[config.mk]
export PLATFORM = sky130hd
export DESIGN_NAME = benes_pipe_net
export DESIGN_NICKNAME = d
export VERILOG_FILES = /design/src/rtl/benes_pipe_net.sv
export SDC_FILE = /design/constraint.sdc
export NUM_CORES = 1
export LEC_CHECK = 0
export CORE_MARGIN = 2
export CORE_UTILIZATION = 57
export CTS_CLUSTER_DIAMETER = 60
export DETAILED_ROUTE_END_ITERATION = 16
export PLACE_DENSITY = 0.81
export SYNTH_ARGS = -nofsm -noshare
export SYNTH_HDL_FRONTEND = slang
export SYNTH_SLANG_ARGS = --single-unit
[constraint.sdc]
create_clock -name clk -period 17.8 [get_ports clk]
set_input_delay 1.78 -clock clk [delete_from_list [all_inputs] [get_ports clk]]
set_output_delay 1.78 -clock clk [all_outputs]
set_load 0.005 [all_outputs]
[src/rtl/benes_pipe_net.sv]
`default_nettype none
// ==========================================================================
// benes_pipe_net : pipelined Benes permutation network with valid/ready flow
//                  control and tag-tracked double-banked switch configuration
// Revision       : 1.0
// ==========================================================================
module benes_pipe_net #(
    parameter int LOG_N = 3,
    parameter int W     = 4
) (
    input  logic                                                 clk,
    input  logic                                                 rst,
    input  logic                                                 in_valid,
    output logic                                                 in_ready,
    input  logic [(1<<LOG_N)*W-1:0]                              in_data,
    output logic                                                 out_valid,
    input  logic                                                 out_ready,
    output logic [(1<<LOG_N)*W-1:0]                              out_data,
    input  logic                                                 cfg_we,
    input  logic [((2*LOG_N-1) > 1 ? $clog2(2*LOG_N-1) : 1)-1:0] cfg_stage,
    input  logic [(1<<LOG_N)/2-1:0]                              cfg_bits,
    input  logic                                                 cfg_commit,
    output logic                                                 cfg_ready,
    output logic                                                 active_bank
);

    localparam int N      = 1 << LOG_N;
    localparam int SW     = N / 2;
    localparam int STAGES = 2 * LOG_N - 1;
    localparam int SB     = (STAGES > 1) ? $clog2(STAGES) : 1;
    localparam int CW     = $clog2(STAGES + 1);
    localparam logic [SB:0] STAGES_C = (SB + 1)'(STAGES);

    // Destination lane of position p after the inter-stage wiring of stage s.
    function automatic int wire_dst(input int s, input int p);
        int b;
        int j;
        if (s <= LOG_N - 2) begin
            b = N >> s;
            j = p % b;
            return p - j + (((j % 2) == 0) ? j / 2 : b / 2 + j / 2);
        end else if (s <= 2 * LOG_N - 3) begin
            b = N >> (2 * LOG_N - 3 - s);
            j = p % b;
            return p - j + ((j < b / 2) ? 2 * j : 2 * (j - b / 2) + 1);
        end
        return p;
    endfunction

    logic [STAGES-1:0] valid_q, valid_d;
    logic [STAGES-1:0] tag_q, tag_d;
    logic [N*W-1:0]    data_q [STAGES];
    logic [N*W-1:0]    data_d [STAGES];
    logic [SW-1:0]     bank_q [2][STAGES];
    logic              active_q, active_d;
    logic [CW-1:0]     inflight_q [2];
    logic [CW-1:0]     inflight_d [2];

    logic w_advance;
    logic w_accept;
    logic w_out_hs;
    logic w_cfg_wr;

    assign w_advance   = !(valid_q[STAGES-1] && !out_ready);
    assign w_accept    = in_valid && w_advance;
    assign w_out_hs    = valid_q[STAGES-1] && out_ready;
    assign in_ready    = w_advance;
    assign out_valid   = valid_q[STAGES-1];
    assign out_data    = data_q[STAGES-1];
    assign active_bank = active_q;
    assign cfg_ready   = (inflight_q[~active_q] == '0);
    assign w_cfg_wr    = cfg_we && cfg_ready && ({1'b0, cfg_stage} < STAGES_C);
    assign active_d    = active_q ^ (cfg_commit && cfg_ready);

    for (genvar s = 0; s < STAGES; s++) begin : g_stage
        logic [N*W-1:0] w_in;
        logic [N*W-1:0] w_sw;
        logic [N*W-1:0] w_out;
        logic [SW-1:0]  w_bits;

        // Bubbles enter as zero data with tag 0 so idle slots stay clean.
        if (s == 0) begin : g_first
            assign w_in     = w_accept ? in_data : '0;
            assign w_bits   = bank_q[active_q][s];
            assign valid_d[s] = w_accept;
            assign tag_d[s]   = w_accept & active_q;
        end else begin : g_rest
            assign w_in     = data_q[s-1];
            assign w_bits   = bank_q[tag_q[s-1]][s];
            assign valid_d[s] = valid_q[s-1];
            assign tag_d[s]   = tag_q[s-1];
        end

        for (genvar k = 0; k < SW; k++) begin : g_sw
            assign w_sw[(2*k)*W +: W]   = w_bits[k] ? w_in[(2*k+1)*W +: W] : w_in[(2*k)*W +: W];
            assign w_sw[(2*k+1)*W +: W] = w_bits[k] ? w_in[(2*k)*W +: W]   : w_in[(2*k+1)*W +: W];
        end

        for (genvar p = 0; p < N; p++) begin : g_wire
            localparam int DST = wire_dst(s, p);
            assign w_out[DST*W +: W] = w_sw[p*W +: W];
        end

        assign data_d[s] = w_out;
    end

    always_comb begin
        for (int b = 0; b < 2; b++) begin
            inflight_d[b] = inflight_q[b];
            if (w_accept && (active_q == 1'(b))) begin
                inflight_d[b] = inflight_d[b] + CW'(1);
            end
            if (w_out_hs && (tag_q[STAGES-1] == 1'(b))) begin
                inflight_d[b] = inflight_d[b] - CW'(1);
            end
        end
    end

    always_ff @(posedge clk or posedge rst) begin
        if (rst) begin
            valid_q <= '0;
            tag_q   <= '0;
            for (int s = 0; s < STAGES; s++) begin
                data_q[s] <= '0;
            end
        end else if (w_advance) begin
            valid_q <= valid_d;
            tag_q   <= tag_d;
            for (int s = 0; s < STAGES; s++) begin
                data_q[s] <= data_d[s];
            end
        end
    end

    // The write uses the pre-commit shadow index, so a same-cycle commit
    // activates the bank that has just been written.
    always_ff @(posedge clk or posedge rst) begin
        if (rst) begin
            active_q <= 1'b0;
            for (int b = 0; b < 2; b++) begin
                inflight_q[b] <= '0;
                for (int s = 0; s < STAGES; s++) begin
                    bank_q[b][s] <= '0;
                end
            end
        end else begin
            active_q   <= active_d;
            inflight_q <= inflight_d;
            if (w_cfg_wr) begin
                bank_q[~active_q][cfg_stage] <= cfg_bits;
            end
        end
    end

endmodule
`default_nettype wire

# Word-level counts from Yosys, hierarchy flattened

Index checks and enable logic that the tools add are counted.

Register bits: 217
Bits of input ports: 45
Output and inout bits: 36
Logic and storage cells: 128

Add/subtract/negate cells: 4
Magnitude comparators: 10
Mux-type cells: 68
Bitwise logic cells: 11
Reduce and logical (&&, ||, !) cells: 15

Operators with widths:

| kind                | number |
|---|---|
| $mux 4              | 44 |
| $mux 20             | 4 |
| $mux 16             | 3 |
| $bwmux 40           | 1 |
| $mux 12             | 3 |
| $mux 32             | 1 |
| $mux 8              | 3 |
| $mux 3              | 7 |
| $demux 20 s1        | 1 |
| $demux 4 s3         | 1 |
| $ge 2x2->1 const B  | 6 |
| $logic_and 1x1->1   | 12 |
| $not 1->2           | 6 |
| $add 3x1->3 const B | 2 |
| $sub 3x1->3 const B | 2 |
| $ge 4x4->1 const B  | 1 |
| $lt 4x1->1 const B  | 1 |
| $not 3->4           | 1 |
| $logic_not 3->1     | 1 |
| $lt 3x3->1 const B  | 1 |
| $logic_not 1->1     | 2 |
| $lt 2x1->1 const B  | 1 |
| $not 1->1           | 2 |
| $and 1x1->1         | 1 |
| $xor 1x1->1         | 1 |

# Logic depth before layout (Yosys ltp)

Depth after elaboration: 8
Depth in mapped cells: 9
Depth with buffers taken out: 8

# Worst setup path before layout

Ideal clock, no wire load.

Path kind: input-to-output
From: input out_ready
To: output in_ready
Data arrival time: 2.220 ns
Data required time: 16.020 ns
Path slack: 13.800 ns
Cell stages on the path: 3
Buffers on the path: 1
Cell sequence: nor2b_2 > inv_1 > buf_1

Longest elaborated chain between the ends: 3

Ends and longest elaborated chain:

| element           | RTL line | text |
|---|---|---|
| from (decl)       | 17       | `input logic out_ready,` |
| $logic_not 1->1   | 64       | `assign w_advance = !(valid_q[STAGES-1] && !out_ready);` |
| $logic_and 1x1->1 | 64       |  |
| $logic_not 1->1   | 64       |  |
| to (decl)         | 14       | `output logic in_ready,` |

No other way between the ends.

# Worst setup path after layout

Ends and elaborated chain as after synthesis.

==> run_results.csv <==
group,metric,value,unit
setup_path,worst_ep_required_time,16020,ps
detailed_routing,routed_wirelength,19.73,mm
die,fp.dieW,137.8,um
setup_path,startpoint_type,"primary input",
global_routing,grt-ovfl-total,0,
layout,final-instance-count-excl-fill,1191,
die,die_y,137.8,um
global_routing,grt.busiest_layer,"met2",
synth,synth_flop_cell,"dfrtp_1",
place,portBuffers,80,
timing,finalCritPeriodShare,31.89,%
detailed_routing,vias_per_cell,5.631,
power_and_ir_drop,p_per_area,167.1,nW/um^2
min_path,hold_depth,2,
clocking,insertion_delay,500,ps
layout,multi_input_area,4479,um^2
timing,tns,0,ps
layout,drive_gt1_share,11.70,%
global_routing,grt_pass1_wl,33.02,mm
timing,setup_violations,0,
clocking,postCtsSetupRepairBufs,0,
place,dp.cells,1152,
clocking,numCtsBuffers,22,
min_path,worst_hold_path.endpoint,"valid_q[3]",
detailed_routing,drt-pass1-iter-count,4,
clocking,post_cts_resized,0,
die,die_area,18980,um^2
clocking,clockBufferDepth,3,
clocking,htree_levels,1,
setup_path,path_max_fanout,32,
global_routing,gr-usage-met2,34.74,%
detailed_routing,wl_per_cell,16.56,um
layout,fin_nets,1000,
power_and_ir_drop,leakage,0.005933,uW
detailed_routing,drt_iter0_markers,432,
timing,slew_viol_final,0,
setup_path,end_kind,"primary output",
layout,num-fill-cells,1301,
synth,synth-warning-count,0,
global_routing,grt_pass1_vias,6671,
die,core,17420,um^2
clocking,clock-sinks,217,
synth,synth.most_common_cell,"dfrtp_1",
layout,syn_to_final_growth,15.75,%
detailed_routing,remaining_drc_errors,0,
layout,antenna_cells,0,
synth,syn_inst,893,
layout,fin_util,67.78,%
setup_path,rrSetupSlack,14290,ps
synth,syn-num-nets,942,
setup_path,r2r-start,"valid_q[4]",
timing,max_slew.worst_pin.slew,1117,ps
global_routing,grt_max_degree,142,
synth,seq_area_frac_synth,53.25,%
detailed_routing,postRouteAntennaNets,0,
global_routing,use_met1,31.55,%
outcome,status,"complete, no violations",
die,start_util,58.56,%
global_routing,grtUsageMet3,3.311,%
synth,yosys-top-cells-count,"dfrtp_1, nand2_1, o21ai_0, mux2i_1, mux2_2",
synth,synth_top_cell_by_area,"dfrtp_1",
job,maxCapViolations,0,
timing,fmax,176.2,MHz
die,rows,48,
synth,avgSynthCellArea,11.42,um^2
place,place_congestion,0.7951,
clocking,cts.clk_slew.worst_paths,60,ps
synth,synth_async_sr_flop_share,100.0,%
synth,synth_area,10200,um^2
setup_path,worstSetupPathType,"in -> out",
synth,synth-seq-cells,217,
setup_path,cp.arrival,3900,ps
synth,synthTopCellsByArea,"dfrtp_1, mux2i_1, o21ai_0, nand2_1, mux2_2",
min_path,hold_start,"valid_q[3]",
power_and_ir_drop,vdd_ir_drop_max,0.08465,mV
clocking,cts_root_buffer,"clkbuf_16",
min_path,hp-class,"reg -> reg",
global_routing,antenna_found_initial,0,
timing,fin_crit,5676,ps
global_routing,gr-usage-all-layers,21.92,%
layout,final-seq-area,5430,um^2
timing,fin_worst_skew,9.310,ps
synth,yosysUniqueCellTypes,42,
clocking,ctsHoldBuffers,0,
clocking,cts_tree,"yes",
setup_path,r2r_cells,4,
timing,rsz0062_at_grt,"no",
detailed_routing,vias,6706,
timing,timing_hold_violations_final,0,
synth,synth-edff-count,0,
die,ios,81,
place,post-dp-hpwl,13.78,mm
synth,yosysTopAreaCellShare,53.25,%
timing,slew_headroom,24.95,%
setup_path,rr_endpoint,"g_stage[2].w_in[7]",
-- layer usage --
layer  part of all wire (%)  up-vias
met5                      0        -
met1                     47     3291
met4                    2.2        0
li1                       -     3245
met3                    4.4       29
met2                     47      141
-- report_power, final --
group / leakage (uW) / internal [uW] / total [uW] / switching (uW)
clock: 0.000371 / 301 / 483 / 182
sequential: 0.00284 / 694 / 866 / 172
combinational: 0.00272 / 318 / 623 / 305
total: 0.00593 / 1310 / 1970 / 660
-- flip-flops by register name, summed over array words and instances, names as in the netlist --
signal,flops
valid_q,5
out_data,32
inflight_q,6
active_bank,1
bank_q,40
tag_q,5
g_stage.w_in,128
-- how the worst max path moves through the flow --
stage	to	cells after the start	startpoint
floorplan	active_bank	1	rst
global placement	in_ready	4	out_ready
global route	in_ready	4	out_ready
finish	in_ready	4	out_ready
detailed placement	in_ready	4	out_ready
CTS	in_ready	4	out_ready
-- kinds of logic (layout without fill, tap and decap cells) --
| logic type | count (synthesis) | after routing | synth area share [%] |
|---|---|---|---|
| flip-flops | 217 | 217 | 53.25 |
| multiplexers | 220 | 220 | 23.11 |
| XOR/XNOR | 9 | 9 | 1.043 |
| AND/OR/NAND/NOR | 215 | 215 | 9.385 |
| AO/OA/AOI/OAI | 174 | 174 | 9.839 |
| buffers and inverters | 54 | 127 | 2.883 |
| adder cells (fa/ha/maj) | 4 | 4 | 0.4908 |
-- layout by cell type (no fill, tap or decap), types with 4 or more instances in the layout --
cell             count
o2111ai_4            5
ha_1                 4
mux2i_2             17
clkdlybuf4s50_1     80
mux2i_1            160
clkbuf_1             8
dfrtp_1            217
mux2_2              39
o21ai_0            162
clkbuf_16           23
nand3_1              5
inv_1                4
xnor2_1              7
nand2_1            186
clkbuf_8             5
-- final cells by class --
| cell class | instances | area share, % |
|---|---|---|
| Multi-Input combinational cell | 622 | 37.94 |
| Sequential cell | 217 | 46.00 |
| Inverter | 5 | 0.2226 |
| Clock inverter | 3 | 0.7631 |
| Timing Repair Buffer | 83 | 6.974 |
| Tap cell | 225 | 2.385 |
| Clock buffer | 36 | 5.713 |
-- stage by stage --
stage / hold WS (ps) / power, uW / setup slack (ps) / cell area, um^2
global route: 491.5 / 2102 / 12030 / 11810
finish: 456.3 / 1972 / 12120 / 11810
CTS: 459.8 / 1986 / 12170 / 11810
detailed placement: 446.6 / 1499 / 12160 / 11040
floorplan: 430.0 / 1291 / 10080 / 10200
global placement: 444.3 / 1462 / 12210 / 11040
-- worst max-delay path: stages --
cell and delay, ps:
clkdlybuf4s50_1 510, nor2b_4 630, inv_1 420, clkdlybuf4s50_1 550
Note: power is estimated with default switching activity, not from simulation.
